File: src/rtl/ipsxe_floating_point_const_seq.sv
// ============================================================================
// Module   : ipsxe_floating_point_const_seq
// Function : 16-entry floating-point constant table streamed over valid/ready.
// Revision : 1.0
// ============================================================================
`default_nettype none

module ipsxe_floating_point_const_seq #(
    parameter int EXP_WIDTH      = 8,
    parameter int MAN_WIDTH      = 23,
    parameter int PASS_CNT_WIDTH = 8
) (
    input  logic                            clk,
    input  logic                            rst,
    input  logic                            start,
    input  logic                            loop_mode,
    input  logic [3:0]                      first_addr,
    input  logic [3:0]                      last_addr,
    input  logic                            stop,
    output logic                            m_valid,
    input  logic                            m_ready,
    output logic [EXP_WIDTH+MAN_WIDTH:0]    m_data,
    output logic [3:0]                      m_index,
    output logic                            m_last,
    output logic                            busy,
    output logic                            done,
    output logic [PASS_CNT_WIDTH-1:0]       pass_cnt
);

    localparam logic [0:0] c_IDLE = 1'b0;
    localparam logic [0:0] c_RUN  = 1'b1;

    localparam logic [EXP_WIDTH-1:0] c_EXP_ZERO = '0;
    localparam logic [EXP_WIDTH-1:0] c_EXP_ONE  = EXP_WIDTH'(1);
    localparam logic [EXP_WIDTH-1:0] c_EXP_ONES = '1;
    localparam logic [EXP_WIDTH-1:0] c_EXP_MAXN = c_EXP_ONES - EXP_WIDTH'(1);
    localparam logic [EXP_WIDTH-1:0] c_BIAS     = {1'b0, {(EXP_WIDTH-1){1'b1}}};
    localparam logic [EXP_WIDTH-1:0] c_BIAS_P1  = c_BIAS + EXP_WIDTH'(1);
    localparam logic [EXP_WIDTH-1:0] c_BIAS_P3  = c_BIAS + EXP_WIDTH'(3);
    localparam logic [EXP_WIDTH-1:0] c_BIAS_M1  = c_BIAS - EXP_WIDTH'(1);

    localparam logic [MAN_WIDTH-1:0] c_MAN_ZERO = '0;
    localparam logic [MAN_WIDTH-1:0] c_MAN_ONE  = MAN_WIDTH'(1);
    localparam logic [MAN_WIDTH-1:0] c_MAN_ONES = '1;
    localparam logic [MAN_WIDTH-1:0] c_MAN_QNAN = {1'b1, {(MAN_WIDTH-1){1'b0}}};

    logic [0:0]                state_q, state_d;
    logic [3:0]                addr_q, addr_d;
    logic [3:0]                first_q, first_d;
    logic [3:0]                last_q, last_d;
    logic                      loop_q, loop_d;
    logic                      stop_pend_q, stop_pend_d;
    logic                      done_q, done_d;
    logic [PASS_CNT_WIDTH-1:0] pass_cnt_q, pass_cnt_d;

    logic                          w_valid;
    logic                          w_hs;
    logic                          w_at_last;
    logic                          w_end_req;
    logic [EXP_WIDTH+MAN_WIDTH:0]  w_entry;

    always_comb begin
        w_entry = '0;
        case (addr_q)
            4'd0:  w_entry = {1'b0, c_BIAS_P3,  c_MAN_ZERO};
            4'd1:  w_entry = {1'b0, c_EXP_ONES, c_MAN_ZERO};
            4'd2:  w_entry = {1'b0, c_EXP_ONES, c_MAN_QNAN};
            4'd3:  w_entry = {1'b0, c_EXP_ZERO, c_MAN_ZERO};
            4'd4:  w_entry = {1'b1, c_EXP_ZERO, c_MAN_ZERO};
            4'd5:  w_entry = {1'b0, c_BIAS,     c_MAN_ZERO};
            4'd6:  w_entry = {1'b1, c_BIAS,     c_MAN_ZERO};
            4'd7:  w_entry = {1'b0, c_EXP_ZERO, c_MAN_ONE};
            4'd8:  w_entry = {1'b0, c_EXP_ZERO, c_MAN_ONES};
            4'd9:  w_entry = {1'b0, c_EXP_ONE,  c_MAN_ZERO};
            4'd10: w_entry = {1'b0, c_EXP_MAXN, c_MAN_ONES};
            4'd11: w_entry = {1'b1, c_EXP_ONES, c_MAN_ZERO};
            4'd12: w_entry = {1'b0, c_EXP_ONES, c_MAN_ONE};
            4'd13: w_entry = {1'b0, c_BIAS_P1,  c_MAN_ZERO};
            4'd14: w_entry = {1'b0, c_BIAS_M1,  c_MAN_ZERO};
            4'd15: w_entry = {1'b1, c_BIAS_P3,  c_MAN_ZERO};
            default: w_entry = '0;
        endcase
    end

    assign w_valid   = (state_q == c_RUN);
    assign w_hs      = w_valid & m_ready;
    assign w_at_last = (addr_q == last_q);
    // A stop seen with the handshake ends on this beat; otherwise it is held
    assign w_end_req = stop | stop_pend_q;

    always_comb begin
        state_d     = state_q;
        addr_d      = addr_q;
        first_d     = first_q;
        last_d      = last_q;
        loop_d      = loop_q;
        stop_pend_d = stop_pend_q;
        pass_cnt_d  = pass_cnt_q;
        done_d      = 1'b0;
        case (state_q)
            c_IDLE: begin
                if (start) begin
                    state_d     = c_RUN;
                    addr_d      = first_addr;
                    first_d     = first_addr;
                    last_d      = last_addr;
                    loop_d      = loop_mode;
                    stop_pend_d = 1'b0;
                    pass_cnt_d  = '0;
                end
            end
            c_RUN: begin
                if (w_hs) begin
                    if (w_at_last) begin
                        pass_cnt_d = pass_cnt_q + PASS_CNT_WIDTH'(1);
                    end
                    if (w_end_req || (w_at_last && !loop_q)) begin
                        state_d     = c_IDLE;
                        done_d      = 1'b1;
                        stop_pend_d = 1'b0;
                    end else if (w_at_last) begin
                        addr_d = first_q;
                    end else begin
                        addr_d = addr_q + 4'd1;
                    end
                end else if (stop) begin
                    stop_pend_d = 1'b1;
                end
            end
            default: state_d = c_IDLE;
        endcase
    end

    always_ff @(posedge clk or posedge rst) begin
        if (rst) begin
            state_q     <= c_IDLE;
            addr_q      <= 4'd0;
            first_q     <= 4'd0;
            last_q      <= 4'd0;
            loop_q      <= 1'b0;
            stop_pend_q <= 1'b0;
            done_q      <= 1'b0;
            pass_cnt_q  <= '0;
        end else begin
            state_q     <= state_d;
            addr_q      <= addr_d;
            first_q     <= first_d;
            last_q      <= last_d;
            loop_q      <= loop_d;
            stop_pend_q <= stop_pend_d;
            done_q      <= done_d;
            pass_cnt_q  <= pass_cnt_d;
        end
    end

    assign m_valid  = w_valid;
    assign m_data   = w_valid ? w_entry : '0;
    assign m_index  = w_valid ? addr_q : 4'd0;
    assign m_last   = w_valid & w_at_last;
    assign busy     = w_valid;
    assign done     = done_q;
    assign pass_cnt = pass_cnt_q;

endmodule

`default_nettype wire
File: config.mk
export PLATFORM = sky130hd
export DESIGN_NAME = ipsxe_floating_point_const_seq
export DESIGN_NICKNAME = d
export VERILOG_FILES = /design/src/rtl/ipsxe_floating_point_const_seq.sv
export SDC_FILE = /design/constraint.sdc
export NUM_CORES = 1
export LEC_CHECK = 0
export ABC_AREA = 1
export CAP_MARGIN = 30
export CORE_UTILIZATION = 30
export CTS_BUF_LIST = sky130_fd_sc_hd__clkbuf_4
export DETAILED_ROUTE_END_ITERATION = 10
export PLACE_DENSITY = 0.62
export SYNTH_ARGS = -nofsm -noshare
export SYNTH_HDL_FRONTEND = slang
export SYNTH_SLANG_ARGS = --single-unit
File: constraint.sdc
create_clock -name clk -period 2.1 [get_ports clk]
set_clock_uncertainty 0.1 [all_clocks]
set_input_delay 0.42 -clock clk [delete_from_list [all_inputs] [get_ports clk]]
set_output_delay 0.42 -clock clk [all_outputs]
set_load 0.02 [all_outputs]
==> qor.csv, run 1 <==
metric;value;unit
outcome;finished with violations;
failed_checks;negative setup slack;
cp_slowest_cell;dfrtp_1;
synthesis.nets;256;
syn_avg_cell_area;7.76;um^2
track_usage;13.8;%
ir_drop;735;uV
ios;62;
clock-sinks;24;
viasPerCell;4.56;
first_global_vias;1526;
wl_per_cell;11.8;um
max_freq;0.454;GHz
reg2reg_depth;6;
initial_utilization;31.9;%
holdBufCountCts;0;
yosysSeqAreaShare;33.2;%
cts_tree;built;
drv_slew;0;
antenna_found_initial;0;
synth_area_leaders;dfrtp_1 33%, nand2_1 12%, buf_4 11%;
place_ws;-0.234;ns
power_density;1360;nW/um^2
hold_violations;0;
synth_top_area_share;33.2;%
synth_warnings;0;
synthCells;233;
hold_path_class;in2async;
cts_inserted_buffers;3;
firstDrtPassIters;4;
gr-total-overflow;0;
drive_above_1_share;37.9;%
drt_iter0_markers;62;
critical_path_class;reg2out;
rsz0062_at_grt;true;
layout.cells.non_filler;373;
clock_latency;0.32;ns
via_count;1700;
rows;27;
relSlewSlack;77.9;%
crit_buf_inv;5;
fin_crit_sh;105;%
r2r_slack;0.26;ns
utilization;49.6;%
io_buffers;61;
worst_setup_path_end_kind;output port;
routed_wl;4.42;mm
fp.dieH;79.7;um
crit_required;1.58;ns
clkTransAtPathRegs;0.15;ns
synth.largest_area_cell;dfrtp_1;
max_cap_viol_count;0;
final.fill_count;557;
setup_viol;30;
diodes;0;
worstPathMaxFanout;10;
grt_max_degree;25;
die_x;79.7;um
ys_ff_latch;24;
tightest_slew;0.331;ns
globalplace.congestion;0.813;
ant_nets;0;
crit_family;buffers and inverters;
dp_hpwl;3.07;mm
root_buffer;clkbuf_4;
core-area;5680;um^2
drc_errors;0;
clk_path_buf_depth;2;
slowest_delay;0.42;ns
layout.nets;325;
cp.arrival;1.68;ns
r2r-start;busy$_DFF_PP0_;
r2r-end;first_q[0]$_DFFE_PP0P_;
die_area;6350;um^2
startpoint_type;flop;
syn-cell-area;1810;um^2
grt_pass1_wl;7.02;mm
p_leak;1.41;nW
postLayoutSetupSlackWorst;-0.104;ns
area_growth;55.7;%
dp.cells;357;
cts_htree_levels;1;
crit_chain;buf_12 > clkinv_8 > nand2_4 > nor2_4 > inv_2 > nor2_4 > clkbuf_16 > buf_4;
layout_min_cycle_time;2.20;ns
ys_types;27;
cp_common_cell;nor2_4;
worst reg2reg max path: stages (launching register included):
cell	delay, ns
dfrtp_2	0.46
buf_4	0.16
inv_1	0.22
buf_4	0.24
nand2_1	0.10
buf_12	0.17
mux2_1	0.31
how the worst max path moves through the flow:
stage,start,to,slack (ns),cells after the start
global route,addr_q[2]$_DFFE_PP0P_,m_data[12],-0.19,8
floorplan,addr_q[0]$_DFFE_PP0P_,m_data[26],0.01,5
global placement,addr_q[0]$_DFFE_PP0P_,m_data[30],-0.20,5
detailed placement,addr_q[0]$_DFFE_PP0P_,m_data[27],-0.23,5
finish,addr_q[2]$_DFFE_PP0P_,m_data[12],-0.10,8
CTS,addr_q[0]$_DFFE_PP0P_,m_data[27],-0.11,5
cell type report:
| cell class | count | area [um^2] | share of cell area (%) |
|---|---|---|---|
| Sequential cell | 24 | 606 | 21.5 |
| Clock buffer | 3 | 22.5 | 0.800 |
| Clock inverter | 1 | 3.75 | 0.133 |
| Timing Repair Buffer | 96 | 957 | 34.0 |
| Inverter | 23 | 103 | 3.64 |
| Multi-Input combinational cell | 154 | 1030 | 36.7 |
| Tap cell | 72 | 90.1 | 3.20 |
registers in the layout, summed over array words and instances (netlist names):
| name | flops |
|---|---|
| addr_q | 4 |
| busy | 1 |
| done | 1 |
| first_q | 4 |
| last_q | 4 |
| loop_q | 1 |
| pass_cnt | 8 |
| stop_pend_q | 1 |
report_power, final:
| group | internal [mW] | switching (mW) | total [mW] |
|---|---|---|---|
| Sequential | 0.609 | 0.110 | 0.719 |
| Clock | 0.0694 | 0.142 | 0.211 |
| Combinational | 1.34 | 1.57 | 2.91 |
cells by family (layout without fill, tap and decap cells):
family                   Yosys count  count (layout)  share of synthesized area (%)
adder cells (fa/ha/maj)            9               9                           6.22
multiplexers                       4               4                           2.49
AO/OA/AOI/OAI                     19              19                           5.95
buffers and inverters             55             123                           17.4
XOR/XNOR                           5               5                           2.42
flip-flops                        24              24                           33.2
AND/OR/NAND/NOR                  117             117                           32.3
cells in the mapped netlist (all sizes together):
cell and number:
buf 30, o21ai 6, a311oi 2, clkbuf 2, mux2 4, nor3 4, inv 22, nor2 25
a21oi 10, clkinv 1, nand3 20, a31oi 1, xor2 5, nand2 63, nand4 5, ha 9
dfrtp 24
metal layers:
| metal | routed length [um] | share of wire [%] | up-vias | global-route usage (%) |
|---|---|---|---|---|
| met5 | 0 | 0 | - | 0 |
| met4 | 34 | 0.77 | 0 | 3.45 |
| met3 | 248 | 5.6 | 6 | 1.60 |
| met2 | 2160 | 49 | 62 | 24.4 |
| met1 | 1980 | 45 | 779 | 17.6 |
| li1 | - | - | 853 | - |
per-stage QoR:
stage	total power [mW]	hold WS, ns	cell area [um^2]	TNS, ns
global route	4.10	0.380	2820	-5.05
floorplan	2.36	0.334	1840	0
CTS	3.46	0.331	2540	-2.33
finish	3.84	0.315	2820	-2.39
detailed placement	3.25	0.385	2520	-5.10
global placement	3.23	0.384	2520	-4.75
layout by cell type, fill, tap and decap left out, drive strengths merged:
master,Yosys,routed
xor2,5,5
dlygate4sd2,0,4
o21ai,6,6
clkbuf,2,5
ha,9,9
nor2,25,25
nand3,20,20
dfrtp,24,24
nand2,63,63
a31oi,1,1
a21oi,10,10
buf,30,66
nor3,4,4
nand4,5,5
a311oi,2,2
inv,22,21
dlymetal6s2s,0,2
clkdlybuf4s50,0,22
clkinv,1,3
mux2,4,4
what timing repair did:
item | in CTS | in global routing
pin swaps | 5 | 12
setup buffers | 4 | 6
setup endpoints to repair | 39 | 35
cloned | 0 | 2
gates resized for setup | 182 | 49
(Power assumes the default switching activity.)
==> run 2: changes to the inputs <==
--- a/config.mk
+++ b/config.mk
@@ -11,6 +11,7 @@
 export CTS_BUF_LIST = sky130_fd_sc_hd__clkbuf_4
 export DETAILED_ROUTE_END_ITERATION = 10
 export PLACE_DENSITY = 0.62
+export SETUP_SLACK_MARGIN = 0.05
 export SYNTH_ARGS = -nofsm -noshare
 export SYNTH_HDL_FRONTEND = slang
 export SYNTH_SLANG_ARGS = --single-unit
==> qor.csv, run 2 (synthesized netlist as in run 1, its figures left out) <==
metric;value;unit;change
startpoint_type;flop;;
io_buffers;61;;unchanged
crit_start;addr_q[1]$_DFFE_PP0P_;;
firstDrtPassIters;4;;unchanged
cp_slowest_cell;dfrtp_2;;
setup_viol;20;;-33%
max_cap_viol_count;0;;unchanged
crit_chain;buf_4 > ha_2 > ha_1 > nor3_2 > a21oi_1 > buf_4;;
outcome;finished with violations;;
initial_utilization;31.9;%;unchanged
failed_checks;negative setup slack;;
power_density;1360;nW/um^2;-0.12%
critical_path_class;reg2out;;
layout_min_cycle_time;2.17;ns;-0.0332 ns
reg2reg_depth;7;;+1
p_leak;1.35;nW;-4.8%
ios;62;;unchanged
hold_path_class;in2async;;
drc_errors;0;;unchanged
via_count;1643;;-3.4%
worst_setup_path_end_kind;output port;;
dpl_cell_area;2530;um^2;about the same
routed_wl;4.36;mm;-1.2%
rsz0062_at_grt;true;;
crit_required;1.58;ns;about the same
drt_iter0_markers;40;;-35%
grt_max_degree;25;;unchanged
cts_htree_levels;1;;unchanged
max_freq;0.461;GHz;+1.5%
r2r-end;addr_q[1]$_DFFE_PP0P_;;
r2r-start;busy$_DFF_PP0_;;
die_x;79.7;um;unchanged
layout.nets;321;;-1.2%
antenna_found_initial;0;;unchanged
drive_above_1_share;37.4;%;-0.50 points
rows;27;;unchanged
area_growth;47.4;%;
r2r_slack;0.35;ns;+0.09 ns
crit_buf_inv;2;;-3
hold_violations;0;;unchanged
clock_latency;0.31;ns;about the same
diodes;0;;unchanged
dp_hpwl;3.23;mm;+5.1%
slowest_delay;0.46;ns;+0.04 ns
cp.arrival;1.65;ns;-0.03 ns
relSlewSlack;79.4;%;+1.5 points
root_buffer;clkbuf_4;;
fp.dieH;79.7;um;unchanged
grt_pass1_wl;7.15;mm;+1.9%
cts_inserted_buffers;3;;unchanged
finalInstanceArea;2670;um^2;-5.3%
cp_common_cell;buf_4;;
fin_crit_sh;103;%;-1.6 points
gr-total-overflow;0;;unchanged
viasPerCell;4.45;;-2.3%
layout.cells.non_filler;369;;-1.1%
final_common_cell;nand2_1;;
dp.cells;359;;+0.56%
tightest_slew;0.309;ns;-0.0218 ns
ir_drop;769;uV;+4.7%
crit_family;flip-flops;;
wl_per_cell;11.8;um;-0.15%
clock-sinks;24;;unchanged
cts_tree;built;;
fin_total_pwr;3.63;mW;-5.4%
worstPathMaxFanout;5;;-5
final.fill_count;591;;+6.1%
track_usage;14.0;%;+0.25 points
globalplace.congestion;0.786;;-3.4%
clkTransAtPathRegs;0.14;ns;about the same
first_global_vias;1586;;+3.9%
drv_slew;0;;unchanged
largest_reg_flops;8;;unchanged
clk_path_buf_depth;2;;unchanged
core-area;5680;um^2;unchanged
die_area;6350;um^2;unchanged
timing.hold.ws;0.333;ns;+0.0179 ns
ant_nets;0;;unchanged
layout_common_cells;54 x nand2_1, 48 x buf_4, 22 x clkdlybuf4s50_1;;
postLayoutSetupSlackWorst;-0.0704;ns;+0.0332 ns
[run 2: cell types whose count changed in the layout (fill, tap and decap cells not counted), moves of 2 or more]
cell,previous run,this run
dlymetal6s2s_1,2,0
buf_6,7,9
nand2_2,2,4
nand2_4,7,5
buf_12,3,1
buf_8,10,0
buf_4,43,48
[run 2: worst max path at each step]
stage / end / slack [ns] / depth (start not counted)
2_1_floorplan: m_data[26] / 0.03 / 5
3_3_place_gp: m_data[27] / -0.19 / 5
3_5_place_dp: m_data[25] / -0.24 / 5
4_1_cts: m_data[25] / -0.09 / 5
5_1_grt: m_data[31] / -0.16 / 6
6_report: m_data[31] / -0.07 / 6
[run 2: routing by layer]
| metal | global-route usage [%] | routed length (um) | vias to the layer above |
|---|---|---|---|
| li1 | - | - | 841 |
| met1 | 17.1 | 1910 | 756 |
| met2 | 25.8 | 2200 | 44 |
| met3 | 1.71 | 228 | 2 |
| met4 | 3.45 | 21 | 0 |
| met5 | 0 | 0 | - |
[run 2: where the power goes]
part           leakage (nW)  switching (mW)  internal, mW
combinational          1.04            1.50          1.18
clock                0.0154           0.136        0.0694
sequential            0.294           0.131         0.611
[run 2: worst min-delay path, stage by stage]
cell and delay [ns]:
clkdlybuf4s50_1 0.39, inv_1 0.05, buf_4 0.29
[run 2: area by class of cell]
cell class | count | area (um^2) | area share (%)
multi-input cells | 154 | 1020 | 38.4
clock inverters | 1 | 3.75 | 0.141
inverters | 23 | 92.6 | 3.47
flip-flops and latches | 24 | 607 | 22.8
well taps | 72 | 90.1 | 3.38
repair buffers | 92 | 826 | 31.0
clock buffers | 3 | 22.5 | 0.845
[run 2: repair_timing]
item,in CTS,in global routing
setup endpoints to repair,39,34
pin swaps,5,4
buffers inserted,2,2
hold buffers,0,0
resized for setup,194,14
gates cloned,0,2
[run 2: per-stage QoR]
step | setup slack [ns] | util [%] | setup TNS, ns
after floorplan | 0.0338 | - | 0
after global placement | -0.186 | 44.5 | -4.20
after detailed placement | -0.237 | 44.5 | -4.49
after CTS | -0.0870 | 44.9 | -0.583
after global routing | -0.156 | 47.0 | -3.21
final | -0.0704 | 47.0 | -0.719
